$ cat src/rtl/cpu_pkg.sv
// ----------------------------------------------------------------------------
// cpu_pkg
//   Shared definitions for the pipeline hazard/forwarding logic:
//     REG_W                     register-index width
//     FWD_RF/FWD_EXMEM/FWD_MEMWB operand-select encodings for fwd_a/fwd_b
//     slot_t                    shadow copy of an in-flight destination
//     idx_hit()                 register match that never fires on r0
// ----------------------------------------------------------------------------
package cpu_pkg;

   localparam int REG_W = 5;

   localparam logic [1:0] FWD_RF    = 2'b00;
   localparam logic [1:0] FWD_EXMEM = 2'b10;
   localparam logic [1:0] FWD_MEMWB = 2'b01;

   typedef struct packed {
      logic [REG_W-1:0] rd;
      logic             we;
      logic             load;
   } slot_t;

   localparam slot_t SLOT_BUBBLE = '{rd: '0, we: 1'b0, load: 1'b0};

   // r0 is hard-wired zero, so a write to it is never a real producer.
   function automatic logic idx_hit(logic [REG_W-1:0] dst, logic [REG_W-1:0] src);
      return (dst != '0) && (dst == src);
   endfunction

endpackage

$ cat src/rtl/hazard_ctrl_if.sv
// ----------------------------------------------------------------------------
// hazard_ctrl_if
//   Bundle between the ID-stage datapath and hazard_ctrl.
//   Handshake: there is no valid/ready pair here; id_valid qualifies the ID
//   decode fields in the same cycle, and stall is the back-pressure answer
//   in that same cycle (combinational). An instruction issues into EX on a
//   rising edge where id_valid=1, stall=0 and flush=0.
//   master : datapath side (drives ID fields and flush, reads controls)
//   slave  : hazard_ctrl side
// ----------------------------------------------------------------------------
interface hazard_ctrl_if;
   import cpu_pkg::*;

   logic             id_valid;
   logic [REG_W-1:0] id_rs;
   logic [REG_W-1:0] id_rt;
   logic             id_use_rs;
   logic             id_use_rt;
   logic             id_store;
   logic [REG_W-1:0] id_rd;
   logic             id_we;
   logic             id_load;
   logic             id_md_start;
   logic             id_md_read;
   logic             flush;
   logic             stall;
   logic [1:0]       fwd_a;
   logic [1:0]       fwd_b;
   logic             redir_dm;
   logic             md_busy;

   modport master (
      output id_valid, id_rs, id_rt, id_use_rs, id_use_rt, id_store,
             id_rd, id_we, id_load, id_md_start, id_md_read, flush,
      input  stall, fwd_a, fwd_b, redir_dm, md_busy
   );

   modport slave (
      input  id_valid, id_rs, id_rt, id_use_rs, id_use_rt, id_store,
             id_rd, id_we, id_load, id_md_start, id_md_read, flush,
      output stall, fwd_a, fwd_b, redir_dm, md_busy
   );

endinterface

$ cat src/rtl/md_busy_cnt.sv
// ----------------------------------------------------------------------------
// md_busy_cnt
//   Mult/div busy countdown. Loads on start, otherwise decrements and
//   saturates at zero.
//   Ports: clk, rst_n (async active-low), start (mult/div issues this edge),
//          busy (count non-zero).
//   The issue cycle itself is the first of the MD_LAT busy cycles, so the
//   register holds the number of busy cycles still to come: MD_LAT-1 at load.
//   With MD_LAT=4 a dependent mflo right behind the mult waits 3 cycles and
//   busy drops after the third edge following the issue edge.
// ----------------------------------------------------------------------------
module md_busy_cnt #(
   parameter int MD_LAT = 4
) (
   input  logic clk,
   input  logic rst_n,
   input  logic start,
   output logic busy
);

   localparam logic [3:0] LOAD_VAL = 4'(MD_LAT - 1);

   logic [3:0] cnt_q;

   always_ff @(posedge clk or negedge rst_n) begin
      if (!rst_n) begin
         cnt_q <= '0;
      end else if (start) begin
         cnt_q <= LOAD_VAL;
      end else if (cnt_q != '0) begin
         cnt_q <= cnt_q - 4'd1;
      end
   end

   assign busy = (cnt_q != '0);

endmodule

$ cat src/rtl/hazard_ctrl.sv
// ----------------------------------------------------------------------------
// hazard_ctrl
//   ID-stage hazard detection and forwarding control. Keeps its own shadow of
//   the EX and MEM destinations so the datapath only supplies ID decode fields.
//   Ports: clk, rst_n (async active-low), hz (hazard_ctrl_if.slave):
//     stall    combinational: hold PC and IF/ID, bubble into EX
//     fwd_a/b  registered operand selects for the instruction now in EX
//     redir_dm registered: store data comes from the load result in WB
//     md_busy  mult/div countdown non-zero
// ----------------------------------------------------------------------------
module hazard_ctrl
   import cpu_pkg::*;
#(
   parameter int MD_LAT = 4
) (
   input  logic          clk,
   input  logic          rst_n,
   hazard_ctrl_if.slave  hz
);

   slot_t            ex_q;
   logic [REG_W-1:0] mem_rd_q;
   logic             mem_we_q;
   logic [1:0]       fwd_a_q;
   logic [1:0]       fwd_b_q;
   logic             redir_q;

   logic load_use;
   logic md_stall;
   logic stall_c;
   logic issue;
   logic md_busy_w;

   // EX result beats MEM result; a load in EX has no data yet, so it is
   // never a forwarding source (that case is a stall or a store redirect).
   function automatic logic [1:0] fwd_sel(slot_t ex, logic [REG_W-1:0] m_rd,
                                          logic m_we, logic [REG_W-1:0] src);
      if (ex.we && !ex.load && idx_hit(ex.rd, src)) return FWD_EXMEM;
      if (m_we && idx_hit(m_rd, src))               return FWD_MEMWB;
      return FWD_RF;
   endfunction

   always_comb begin
      load_use = ex_q.load && ex_q.we &&
                 ((hz.id_use_rs && idx_hit(ex_q.rd, hz.id_rs)) ||
                  (hz.id_use_rt && idx_hit(ex_q.rd, hz.id_rt)));
      md_stall = md_busy_w && (hz.id_md_read || hz.id_md_start);
      // flush wins: the instruction is being killed, nothing to wait for.
      stall_c  = hz.id_valid && !hz.flush && (load_use || md_stall);
      issue    = hz.id_valid && !hz.flush && !stall_c;
   end

   always_ff @(posedge clk or negedge rst_n) begin
      if (!rst_n) begin
         ex_q     <= SLOT_BUBBLE;
         mem_rd_q <= '0;
         mem_we_q <= 1'b0;
         fwd_a_q  <= FWD_RF;
         fwd_b_q  <= FWD_RF;
         redir_q  <= 1'b0;
      end else begin
         mem_rd_q <= ex_q.rd;
         mem_we_q <= ex_q.we;
         if (issue) begin
            ex_q    <= '{rd: hz.id_rd, we: hz.id_we, load: hz.id_load};
            fwd_a_q <= fwd_sel(ex_q, mem_rd_q, mem_we_q, hz.id_rs);
            fwd_b_q <= fwd_sel(ex_q, mem_rd_q, mem_we_q, hz.id_rt);
            // Store data needs the loaded value one stage later, in WB,
            // so the store goes ahead without a stall.
            redir_q <= hz.id_store && ex_q.load && idx_hit(ex_q.rd, hz.id_rt);
         end else begin
            ex_q    <= SLOT_BUBBLE;
            fwd_a_q <= FWD_RF;
            fwd_b_q <= FWD_RF;
            redir_q <= 1'b0;
         end
      end
   end

   md_busy_cnt #(.MD_LAT(MD_LAT)) u_md_busy_cnt (
      .clk   (clk),
      .rst_n (rst_n),
      .start (issue && hz.id_md_start),
      .busy  (md_busy_w)
   );

   assign hz.stall    = stall_c;
   assign hz.fwd_a    = fwd_a_q;
   assign hz.fwd_b    = fwd_b_q;
   assign hz.redir_dm = redir_q;
   assign hz.md_busy  = md_busy_w;

endmodule

$ cat src/flat_wrapper.sv
// flat-port wrapper written by rule: the top's interface ports become plain ports
module hazard_ctrl_flat import cpu_pkg::*;
#(
   parameter int MD_LAT = 4
)
  (clk, rst_n, hz_id_valid, hz_id_rs, hz_id_rt, hz_id_use_rs, hz_id_use_rt, hz_id_store, hz_id_rd, hz_id_we, hz_id_load, hz_id_md_start, hz_id_md_read, hz_flush, hz_stall, hz_fwd_a, hz_fwd_b, hz_redir_dm, hz_md_busy);
  hazard_ctrl_if hz_i ();
  input  logic clk;
  input  logic rst_n;
  input wire logic [$bits(hz_i.id_valid)-1:0] hz_id_valid;
  input wire logic [$bits(hz_i.id_rs)-1:0] hz_id_rs;
  input wire logic [$bits(hz_i.id_rt)-1:0] hz_id_rt;
  input wire logic [$bits(hz_i.id_use_rs)-1:0] hz_id_use_rs;
  input wire logic [$bits(hz_i.id_use_rt)-1:0] hz_id_use_rt;
  input wire logic [$bits(hz_i.id_store)-1:0] hz_id_store;
  input wire logic [$bits(hz_i.id_rd)-1:0] hz_id_rd;
  input wire logic [$bits(hz_i.id_we)-1:0] hz_id_we;
  input wire logic [$bits(hz_i.id_load)-1:0] hz_id_load;
  input wire logic [$bits(hz_i.id_md_start)-1:0] hz_id_md_start;
  input wire logic [$bits(hz_i.id_md_read)-1:0] hz_id_md_read;
  input wire logic [$bits(hz_i.flush)-1:0] hz_flush;
  output wire logic [$bits(hz_i.stall)-1:0] hz_stall;
  output wire logic [$bits(hz_i.fwd_a)-1:0] hz_fwd_a;
  output wire logic [$bits(hz_i.fwd_b)-1:0] hz_fwd_b;
  output wire logic [$bits(hz_i.redir_dm)-1:0] hz_redir_dm;
  output wire logic [$bits(hz_i.md_busy)-1:0] hz_md_busy;
  assign hz_i.id_valid = hz_id_valid;
  assign hz_i.id_rs = hz_id_rs;
  assign hz_i.id_rt = hz_id_rt;
  assign hz_i.id_use_rs = hz_id_use_rs;
  assign hz_i.id_use_rt = hz_id_use_rt;
  assign hz_i.id_store = hz_id_store;
  assign hz_i.id_rd = hz_id_rd;
  assign hz_i.id_we = hz_id_we;
  assign hz_i.id_load = hz_id_load;
  assign hz_i.id_md_start = hz_id_md_start;
  assign hz_i.id_md_read = hz_id_md_read;
  assign hz_i.flush = hz_flush;
  assign hz_stall = hz_i.stall;
  assign hz_fwd_a = hz_i.fwd_a;
  assign hz_fwd_b = hz_i.fwd_b;
  assign hz_redir_dm = hz_i.redir_dm;
  assign hz_md_busy = hz_i.md_busy;
  hazard_ctrl #(.MD_LAT(MD_LAT)) u_core (.clk(clk), .rst_n(rst_n), .hz(hz_i));
endmodule
$ cat config.mk
export PLATFORM = sky130hd
export DESIGN_NAME = hazard_ctrl_flat
export DESIGN_NICKNAME = d
export VERILOG_FILES = /design/src/rtl/cpu_pkg.sv /design/src/rtl/hazard_ctrl_if.sv /design/src/rtl/md_busy_cnt.sv /design/src/rtl/hazard_ctrl.sv /design/src/flat_wrapper.sv
export SDC_FILE = /design/constraint.sdc
export NUM_CORES = 1
export LEC_CHECK = 0
export ABC_AREA = 1
export CAP_MARGIN = 0
export CORE_MARGIN = 2
export CORE_UTILIZATION = 45
export DETAILED_ROUTE_END_ITERATION = 8
export PLACE_DENSITY = 0.78
export SLEW_MARGIN = 10
export SYNTH_ARGS = -nofsm -noshare
export SYNTH_HDL_FRONTEND = slang
export SYNTH_HIERARCHICAL = 1
export SYNTH_SLANG_ARGS = --single-unit
export TNS_END_PERCENT = 1
$ cat constraint.sdc
create_clock -name clk -period 2.2 [get_ports clk]
set_input_delay 0.22 -clock clk [delete_from_list [all_inputs] [get_ports clk]]
set_output_delay 0.22 -clock clk [all_outputs]
set_load 0.05 [all_outputs]
Yosys cells after proc, flatten, opt, wreduce, memory -nomap -nowiden --
Index checks and enable logic that the tools add are counted. W data, S select, Z words.
Word-level totals: output and inout bits 7, input bits 26, bits in registers 22, logic and storage cells 68
Cells by class: mux-type cells 24, equality and inequality tests 4, add/subtract/negate cells 1, reduce and logical (&&, ||, !) cells 30
Operators by type and width (number):
- $eq A5 B5 Y1 | 4
- $logic_and A1 B1 Y1 | 20
- $mux W2 | 10
- $mux W1 | 11
- $reduce_bool A5 Y1 | 2
- $mux W4 | 2
- $mux W7 | 1
- $reduce_bool A4 Y1 | 1
- $sub A4 B1 Y4 const B | 1
- $logic_not A1 Y1 | 3
- $logic_or A1 B1 Y1 | 3
- $reduce_bool A2 Y1 | 1

Logic depth before layout (Yosys ltp) --
Gate-level depths: netlist of the first run.
depth after elaboration 15, depth in mapped cells 15, gate-level depth less buffers 14

By module --
The synthesis of the first run kept the hierarchy.
By module, submodules not included:
- hazard_ctrl | instances 1, area each 985.9 µm², sequential area each 450.4 µm², cells each 121
- md_busy_cnt | instances 1, area each 209.0 µm², sequential area each 100.1 µm², cells each 27

Worst setup path before layout of the first run --
No wires, ideal clock.
kind register to output, start point register u_core.u_md_busy_cnt.cnt_q[0], end point output hz_stall, path buffers 0, data required time 1.980 ns, path slack -0.525 ns, cell stages (with the launch flop) 6, data arrival time 2.505 ns, cells stage by stage dfrtp_1 inv_1 ha_1 nand2_1 o21ai_0 a21boi_0
On the way: longest elaborated chain between the ends 4
Ends and longest elaborated chain:
- start, declared | line md_busy_cnt.sv:23 | logic [3:0] cnt_q;
- start signal, assigned | line md_busy_cnt.sv:31 | cnt_q <= cnt_q - 4'd1;
- $reduce_bool A4 Y1 | line md_busy_cnt.sv:35 | assign busy = (cnt_q != '0);
- named net hz_md_busy | line flat_wrapper.sv:26 | output wire logic [$bits(hz_i.md_busy)-1:0] hz_md_busy;
- $logic_and A1 B1 Y1 | line hazard_ctrl.sv:47 | md_stall = md_busy_w && (hz.id_md_read || hz.id_md_start);
- $logic_or A1 B1 Y1 | line hazard_ctrl.sv:49 | stall_c = hz.id_valid && !hz.flush && (load_use || md_stall);
- $logic_and A1 B1 Y1 | line hazard_ctrl.sv:49
- end, declared | line flat_wrapper.sv:22 | output wire logic [$bits(hz_i.stall)-1:0] hz_stall;
The timed path passes the listed nets, and every way through them passes these cells.

Worst setup path after layout of the first run --
start point register u_core/ex_q[6] (netlist bit), end point output hz_stall
On the way: longest elaborated chain between the ends 7, elaborated cells between the ends (all ways) 11, those cells by class eq/ne: 2; reduce/logical: 9
Ends and longest elaborated chain:
- start, declared | line hazard_ctrl.sv:21 | slot_t ex_q;
- start signal, assigned | line hazard_ctrl.sv:65 | ex_q <= '{rd: hz.id_rd, we: hz.id_we, load: hz.id_load};
- $eq A5 B5 Y1 or $reduce_bool A5 Y1 (tied branches) | line cpu_pkg.sv:27 | return (dst != '0) && (dst == src);
- $logic_and A1 B1 Y1 | line cpu_pkg.sv:27
- $logic_and A1 B1 Y1, on equally long branches | line hazard_ctrl.sv:45, hazard_ctrl.sv:46
- $logic_or A1 B1 Y1 (*) | line hazard_ctrl.sv:45 | ((hz.id_use_rs && idx_hit(ex_q.rd, hz.id_rs)) ||
- $logic_and A1 B1 Y1 (*) | line hazard_ctrl.sv:44 | load_use = ex_q.load && ex_q.we &&
- $logic_or A1 B1 Y1 (*) | line hazard_ctrl.sv:49
- $logic_and A1 B1 Y1 (*) | line hazard_ctrl.sv:49
Mark *: on every way between the ends. The rest lies on a longest branch, timed or not.

==> metrics.yaml, run 1 <==
min_period_over_period: 0.923
place.gp.congestion: 0.814
avgRoutedWirePerCell_um: 11.8
routed_wirelength_um: 2540
rr_endpoint: "u_core/u_md_busy_cnt/cnt_q[1]"
r2r_slack_ps: 450
start_util: 0.478
core-area_sq_um: 2500
p_leak_nw: 0.773
reg2reg_depth: 14
clk_pin_slew_ps: 120
ant_nets: 0
drc: 0
dp_cells: 211
final_common_cell: "nand2_1"
worstPathArrival_ps: 1810
hold_viol_final: 0
antenna_found_initial: 0
peakVddDrop_mv: 0.571
cp.required_ps: 1980
via_count: 1040
drtIter0Drc: 64
crit_start: "u_core/ex_q[6]"
dieHeight_um: 55.5
regArea_sq_um: 551
cp-start-kind: "flip-flop"
overflow: 0
drive_above_1_share: 0.146
die_area_sq_um: 3080
timing.rr.start: "u_core/ex_q[6]"
synth_cell_types: 22
synth_seq_cells: 22
fin_tns_setup_ps: 0
synth_nets: 175
grt_use_total: 0.178
place_hpwl_um: 2030
final_cell_count_no_fill: 215
slew_headroom: 0.667
cts_max_level: 1
netlist_instances: 148
multiInputGateArea_sq_um: 546
syn-cell-area_sq_um: 1190
cts_root_buf: "clkbuf_4"
skew_ps: 9.87
synthAdderAreaFrac: 0.0105
setup_violations: 0
status: "finished, final reports clean"
viasPerCell: 4.84
cap_violations: 0
io-pin-count: 33
area_delta_synth_final_pct: 34.9
fillerInstances: 205
diodes: 0
synth-xor-area-share: 0.0733
rsz0062_at_grt: "no"
cts_max_path_buffers: 2
port_buffers: 32
insertion_delay_ps: 300
slew_viol_final: 0
clock.fmax_ghz: 0.493
final.min_clock_period_ps: 2030
syn_area_per_cell_sq_um: 8.07
power_density_nw_per_um2: 689
yosysSeqAreaShare: 0.461
synth_top_family_by_area: "simple AND/OR/NAND/NOR gates"
layout_common_cells: "nand2_1 (38), clkdlybuf4s50_1 (30), inv_1 (25), dfrtp_1 (22), nor2_2 (14)"
cp_max_fo: 5
worstSetupPathType: "flip-flop to primary output"
numCtsBuffers: 3
tritoncts: "done"
synth-compound-area-share: 0.0335
whs_ps: 240
cts_sinks: 22
row_count: 18
nNetsFinal: 213
drtPass1Iterations: 4
grt_max_degree: 23
grt_pass1_wl_um: 4310
cp-end-kind: "primary output"
synth-simple-area-share: 0.334
grt_pass1_vias: 1029
synth_warnings: 6
synth.mux.area_fraction: 0
die_w_um: 55.5
worst_pin_slew_ps: 499
min_path_type: "primary input to async pin"
[how the worst max path moves through the flow]
stage,to,slack [ps],cells past startpoint
2_1_floorplan,u_core/u_md_busy_cnt/cnt_q[1],80,11
3_3_place_gp,hz_stall,310,9
3_5_place_dp,u_core/u_md_busy_cnt/cnt_q[1],210,15
4_1_cts,hz_md_busy,30,4
5_1_grt,hz_stall,20,10
6_report,hz_stall,170,10
[area by class of cell]
class / count / area share
clock buffers: 4 / 0.0225
repair buffers: 34 / 0.216
flip-flops and latches: 22 / 0.342
multi-input cells: 100 / 0.339
well taps: 30 / 0.0233
inverters: 25 / 0.0582
[power breakdown]
part,total (mW),leakage [nW],switching (mW),internal [mW]
sequential,0.500,0.297,0.0432,0.457
clock,0.217,0.0210,0.116,0.101
combinational,0.393,0.455,0.225,0.169
total,1.11,0.773,0.384,0.726
[routing by layer]
metal  wire (um)  vias to the layer above  track usage  part of all wire
li1            -                      529            -                 -
met1        1080                      474        0.214              0.42
met2        1300                       33        0.304              0.51
met3         116                        4       0.0187             0.046
met4          43                        0        0.105             0.017
met5           0                        -            0                 0
[stage by stage]
step | worst slack [ps] | utilization | cell area (sq um) | total power [mW]
3_5_place_dp | 213 | 0.628 | 1570 | 0.899
5_1_grt | 20.1 | 0.645 | 1610 | 1.19
6_report | 170 | 0.645 | 1610 | 1.11
2_1_floorplan | 84.1 | - | 1200 | 0.762
3_3_place_gp | 310 | 0.628 | 1570 | 0.871
4_1_cts | 31.5 | 0.643 | 1610 | 1.12
[cell usage after synthesis]
cell      count  share of area
xor2_1        3          0.022
nor2_2       13          0.068
a21oi_1       1         0.0042
xnor2_1       7          0.051
nor3_1        3          0.013
inv_1        25          0.079
dfrtp_1      22           0.46
nand3b_1      1         0.0063
o21ai_1       1         0.0042
nand4_1       4          0.021
o21ai_0       2         0.0084
a21boi_0      1         0.0063
ha_1          1          0.010
nand2_2       2          0.010
o22ai_1       2          0.010
nor2_4        1         0.0094
nor2_1       11          0.035
nand2_1      38           0.12
nand3_2       1         0.0084
nand3_1       7          0.029
buf_6         1         0.0094
nand3_4       1          0.015
[kinds of logic after synthesis]
| logic type | Yosys count |
|---|---|
| buf+inv | 26 |
| simple gates | 82 |
| xor+xnor | 10 |
| flops | 22 |
| fa+ha+maj | 1 |
| compound gates | 7 |
[registers in the layout (all words and copies together) (netlist names)]
| signal | flops |
|---|---|
| u_core/mem_we_q | 1 |
| u_core/ex_q | 7 |
| u_core/hz.redir_dm | 1 |
| u_core/mem_rd_q | 5 |
| u_core/hz.fwd_a | 2 |
| u_core/u_md_busy_cnt/cnt_q | 4 |
| u_core/hz.fwd_b | 2 |
[worst max-delay path, stage by stage, from the launching register on]
cell and delay (ps):
dfrtp_1 460, inv_1 90, nand2_1 60, nand2_1 70, nand2_1 80, nor2_2 150, nand3_1 90, nand2_1 80
nand2_2 80, a21boi_2 190, buf_12 160
[what timing repair did]
action                                  CTS  global route
setup buffers                             0             0
hold buffers                              0             0
endpoints found under the setup margin    0             2
resized for setup                         0             2
(Power assumes the default switching activity.)
==> inputs of run 2 (changes only) <==
- CORE_UTILIZATION: 45 -> 47
- CTS_CLUSTER_SIZE: unset -> 25
- PLACE_DENSITY: 0.78 -> 0.8
- SLEW_MARGIN: 10 -> 25
==> run 2 against run 1 <==
Effect of this change: critical path depth unchanged; total power decreased by 4.3%; first-iteration DRC count decreased by 73%; largest cell class unchanged; largest power group unchanged.
==> metrics.yaml, run 2 (synthesis gave the netlist of run 1 again) <==
numCtsBuffers: 3
cp_max_fo: 5
critPathBufInv: 2
min_path_type: "primary input to async pin"
cts_max_path_buffers: 2
cp-start-kind: "flip-flop"
fillerInstances: 212
cts_sinks: 22
core-area_sq_um: 2430
grt_use_total: 0.188
hold_viol_final: 0
routed_wirelength_um: 2490
cp_top_family: "simple AND/OR/NAND/NOR gates"
cp-end-kind: "primary output"
layout_common_cells: "nand2_1 (38), clkdlybuf4s50_1 (30), inv_1 (25), dfrtp_1 (22), nor2_2 (13)"
grt_max_degree: 23
io-pin-count: 33
tritoncts: "done"
grt_pass1_wl_um: 3970
timing.rr.start: "u_core/ex_q[6]"
avgRoutedWirePerCell_um: 11.6
drtPass1Iterations: 6
skew_ps: 1.70
worst_path_largest_cell_delay_ps: 450
overflow: 0
min_period_over_period: 0.921
cts_max_level: 1
port_buffers: 32
cts_root_buf: "clkbuf_4"
fin_tns_setup_ps: 0
crit_chain: "inv_1 > nand2_1 > nand2_1 > nand2_1 > nor2_2 > nand3_1 > nand2_1 > nand2_2 > a21boi_2 > buf_12"
drc: 0
start_util: 0.491
die_area_sq_um: 2960
via_count: 1057
slew_viol_final: 0
worstSetupPathType: "flip-flop to primary output"
viasPerCell: 4.94
final_common_cell: "nand2_1"
worstPathArrival_ps: 1810
p_total_mw: 1.06
rsz0062_at_grt: "no"
row_count: 18
hold_buffers: 0
status: "finished, final reports clean"
nNetsFinal: 213
place_hpwl_um: 2010
ant_nets: 0
diodes: 0
crit_path_top_delay_cell: "dfrtp_1"
clk_pin_slew_ps: 110
dieHeight_um: 54.4
p_leak_nw: 0.766
worst_pin_slew_ps: 497
slew_headroom: 0.667
reg2reg_depth: 14
grt_pass1_vias: 987
setup_violations: 0
r2r_slack_ps: 500
insertion_delay_ps: 290
antenna_found_initial: 0
cp.required_ps: 1980
peakVddDrop_mv: 0.491
clock.fmax_ghz: 0.494
final_util: 0.656
final.min_clock_period_ps: 2030
largest_register: "u_core/ex_q"
largest_reg_flops: 7
rr_endpoint: "u_core/u_md_busy_cnt/cnt_q[1]"
cpMostUsedCell: "nand2_1"
place.gp.congestion: 0.834
drtIter0Drc: 17
power_density_nw_per_um2: 666
die_w_um: 54.4
cap_violations: 0
drive_above_1_share: 0.136
area_delta_synth_final_pct: 33.5
reg.largest.list: "u_core/ex_q (7), u_core/mem_rd_q (5), u_core/u_md_busy_cnt/cnt_q (4)"
run 2: cell types whose count changed in the layout (fill, tap and decap cells not counted):
| cell | before | now |
|---|---|---|
| nor2_1 | 10 | 11 |
| clkbuf_8 | 1 | 0 |
| nor2_2 | 14 | 13 |
run 2: worst max-delay path by stage:
stage / cells after the start / start / to / slack [ps]
6_report: 10 / u_core/ex_q[6] / hz_stall / 170
5_1_grt: 10 / u_core/ex_q[5] / hz_stall / 30
4_1_cts: 4 / u_core/u_md_busy_cnt/cnt_q[0] / hz_md_busy / 50
3_5_place_dp: 9 / hz_id_rs[1] / hz_stall / 270
3_3_place_gp: 9 / hz_id_rs[1] / hz_stall / 310
2_1_floorplan: 11 / u_core/u_md_busy_cnt/cnt_q[0] / u_core/u_md_busy_cnt/cnt_q[1] / 80
run 2: layout make-up:
cell class / count / area (sq um) / share of cell area
inverter: 25 / 93.8 / 0.0588
multi-input combinational: 100 / 543 / 0.340
clock buffer: 3 / 22.5 / 0.0141
tap: 30 / 37.5 / 0.0235
sequential: 22 / 551 / 0.345
timing repair buffer: 34 / 348 / 0.218
run 2: worst reg2reg max path, delay by kind of cell (launching register included):
family | cells | cell delay, ps
DFF | 1 | 450
buffers and inverters | 2 | 180
AOI/OAI and AO/OA | 1 | 50
and+or+nand+nor | 11 | 900
run 2: what timing repair did:
action | 4_1_cts | 5_1_grt
setup endpoints to repair | 0 | 1
gates resized for setup | 0 | 1
buffers inserted | 0 | 0
run 2: metrics by stage:
step                instance area [sq um]  hold WS (ps)  setup slack, ps  std cells
floorplan                            1200         -75.6             84.1        148
global placement                     1570           413              314        211
detailed placement                   1570           416              271        211
CTS                                  1590           257             51.0        214
global route                         1600           284             34.9        214
finish                               1600           254              174        214
run 2: power by group:
group          total [mW]  switching [mW]  internal, mW
clock               0.177           0.113        0.0637
combinational       0.386           0.218         0.168
sequential          0.500          0.0428         0.457
run 2: routing by layer:
metal | vias up | GRT usage | routed length [um]
li1 | 530 | - | -
met1 | 496 | 0.229 | 1110
met2 | 29 | 0.327 | 1250
met3 | 2 | 0.0191 | 100
met4 | 0 | 0.0958 | 27
met5 | - | 0 | 0
==> inputs of run 3 (changes only) <==
- GPL_TIMING_DRIVEN: unset -> 0
==> run 3 against run 2 <==
Effect of this change: global-route usage increased by 0.67 points; final area decreased by 0.86%; cell count unchanged; register-to-register slack got worse by 270 ps; combinational power about the same; count of clock-buffer cells in the layout unchanged; non-clock buffer count unchanged; utilization decreased by 0.57 points; critical path type unchanged; largest power group unchanged.
==> metrics.yaml, run 3 (synthesis gave the netlist of run 1 again) <==
cts_sinks: 22
row_count: 18
min_path_type: "primary input to async pin"
cp-start-kind: "flip-flop"
final_common_cell: "nand2_1"
via_count: 1028
worst_path_largest_cell_delay_ps: 450
layout_common_cells: "nand2_1 (38), clkdlybuf4s50_1 (29), inv_1 (25), dfrtp_1 (22), nor2_2 (13)"
final_area_sq_um: 1580
start_util: 0.491
setup_violations: 0
fin_tns_setup_ps: 0
clock.fmax_ghz: 0.480
numCtsBuffers: 3
place_hpwl_um: 1960
overflow: 0
combPwrFrac: 0.363
cts_max_level: 1
cts_max_path_buffers: 2
worstSetupPathType: "flip-flop to primary output"
timing.rr.start: "u_core/ex_q[2]"
post_cts_buffers: 0
grt_pass1_vias: 980
power_density_nw_per_um2: 670
grt_use_met3: 0.0246
grt.busiest_layer: "met2"
slew_viol_final: 0
rsz0062_at_grt: "no"
cp-end-kind: "primary output"
grt_pass1_wl_um: 4070
clk_pin_slew_ps: 110
area_delta_synth_final_pct: 32.4
final.min_clock_period_ps: 2080
skew_ps: 3.78
clkPwrFrac: 0.164
diodes: 0
grt_use_total: 0.195
hold_viol_final: 0
io-pin-count: 33
drtIter0Drc: 18
crit_path_top_delay_cell: "dfrtp_1"
tritoncts: "done"
dieHeight_um: 54.4
ant_nets: 0
core-area_sq_um: 2430
grt_max_degree: 23
drive_above_1_share: 0.136
min_period_over_period: 0.946
switchingPower_uw: 377
use_met2: 0.337
pwr-share-seq: 0.473
largest_register: "u_core/ex_q"
viasPerCell: 4.80
swShare: 0.356
place.gp.congestion: 0.772
nNetsFinal: 213
status: "finished, final reports clean"
avgRoutedWirePerCell_um: 11.4
crit_chain: "xnor2_1 > nand2_1 > nor2_1 > nand3_2 > nand2_1 > nand2_2 > a21boi_2 > buf_2"
port_buffers: 32
slew_headroom: 0.667
p_int_uw: 682
drc: 0
routed_wirelength_um: 2450
fillerInstances: 212
peakVddDrop_mv: 0.558
cap_violations: 0
cp.required_ps: 1980
p_leak_nw: 0.763
place_area_sq_um: 1560
largest_reg_flops: 7
cts_root_buf: "clkbuf_4"
cpMostUsedCell: "nand2_1"
cp_max_fo: 4
antenna_found_initial: 0
drtPass1Iterations: 4
die_w_um: 54.4
reg.largest.list: "u_core/ex_q (7), u_core/mem_rd_q (5), u_core/u_md_busy_cnt/cnt_q (4)"
worstPathArrival_ps: 1860
insertion_delay_ps: 300
worst_pin_slew_ps: 499
die_area_sq_um: 2960
met1_usage: 0.246
crit_start: "u_core/ex_q[2]"
whs_ps: 415
-- run 3: what timing repair did --
item	in CTS	in global routing
hold buffers	0	1
hold endpoints to repair	0	22
setup endpoints to repair	1	2
resized for setup	3	3
-- run 3: final cells by class --
| class | instances | area [sq um] | area share |
|---|---|---|---|
| sequential | 22 | 551 | 0.348 |
| buffer | 1 | 11.3 | 0.00712 |
| tap | 30 | 37.5 | 0.0237 |
| timing repair buffer | 33 | 323 | 0.204 |
| inverter | 25 | 93.8 | 0.0593 |
| multi-input combinational | 100 | 543 | 0.343 |
| clock buffer | 3 | 22.5 | 0.0142 |
-- run 3: critical path, delay by kind of cell, from the launching register on --
kind | cells | cell delay (ps)
AND/OR/NAND/NOR | 5 | 530
flip-flops | 1 | 450
buffers and inverters | 1 | 270
XOR/XNOR | 1 | 210
AO/OA/AOI/OAI | 1 | 110
-- run 3: metrics by stage --
stage	cells	utilization	worst slack (ps)	power [mW]
after floorplan	148	-	84.1	0.762
after global placement	210	0.640	-286	0.864
after detailed placement	210	0.640	-319	0.894
after CTS	213	0.650	3.57	1.06
after global routing	214	0.650	14.2	1.13
final	214	0.650	118	1.06
-- run 3: final timing paths --
check	end	slack (ps)	depth (start not counted)
setup / recovery	hz_stall	120	8
hold / removal	u_core/mem_we_q	420	2
setup reg to reg	u_core/u_md_busy_cnt/cnt_q[1]	230	13
hold reg to reg	u_core/mem_we_q	440	0
max in group asynchronous	u_core/ex_q[0]	1460	2
min in group clk	u_core/ex_q[1]	440	3
-- run 3: power by group through the flow --
stage	registers (mW)	clock network, mW	logic [mW]
floorplan	0.497	0	0.265
global placement	0.502	0	0.361
detailed placement	0.507	0	0.387
CTS	0.500	0.178	0.387
global route	0.508	0.199	0.426
finish	0.501	0.174	0.384
-- run 3: per-layer routing --
layer  share of wire  up-vias
met5               0        -
met4          0.0078        0
met3           0.038        2
met2            0.51       21
met1            0.45      480
li1                -      525
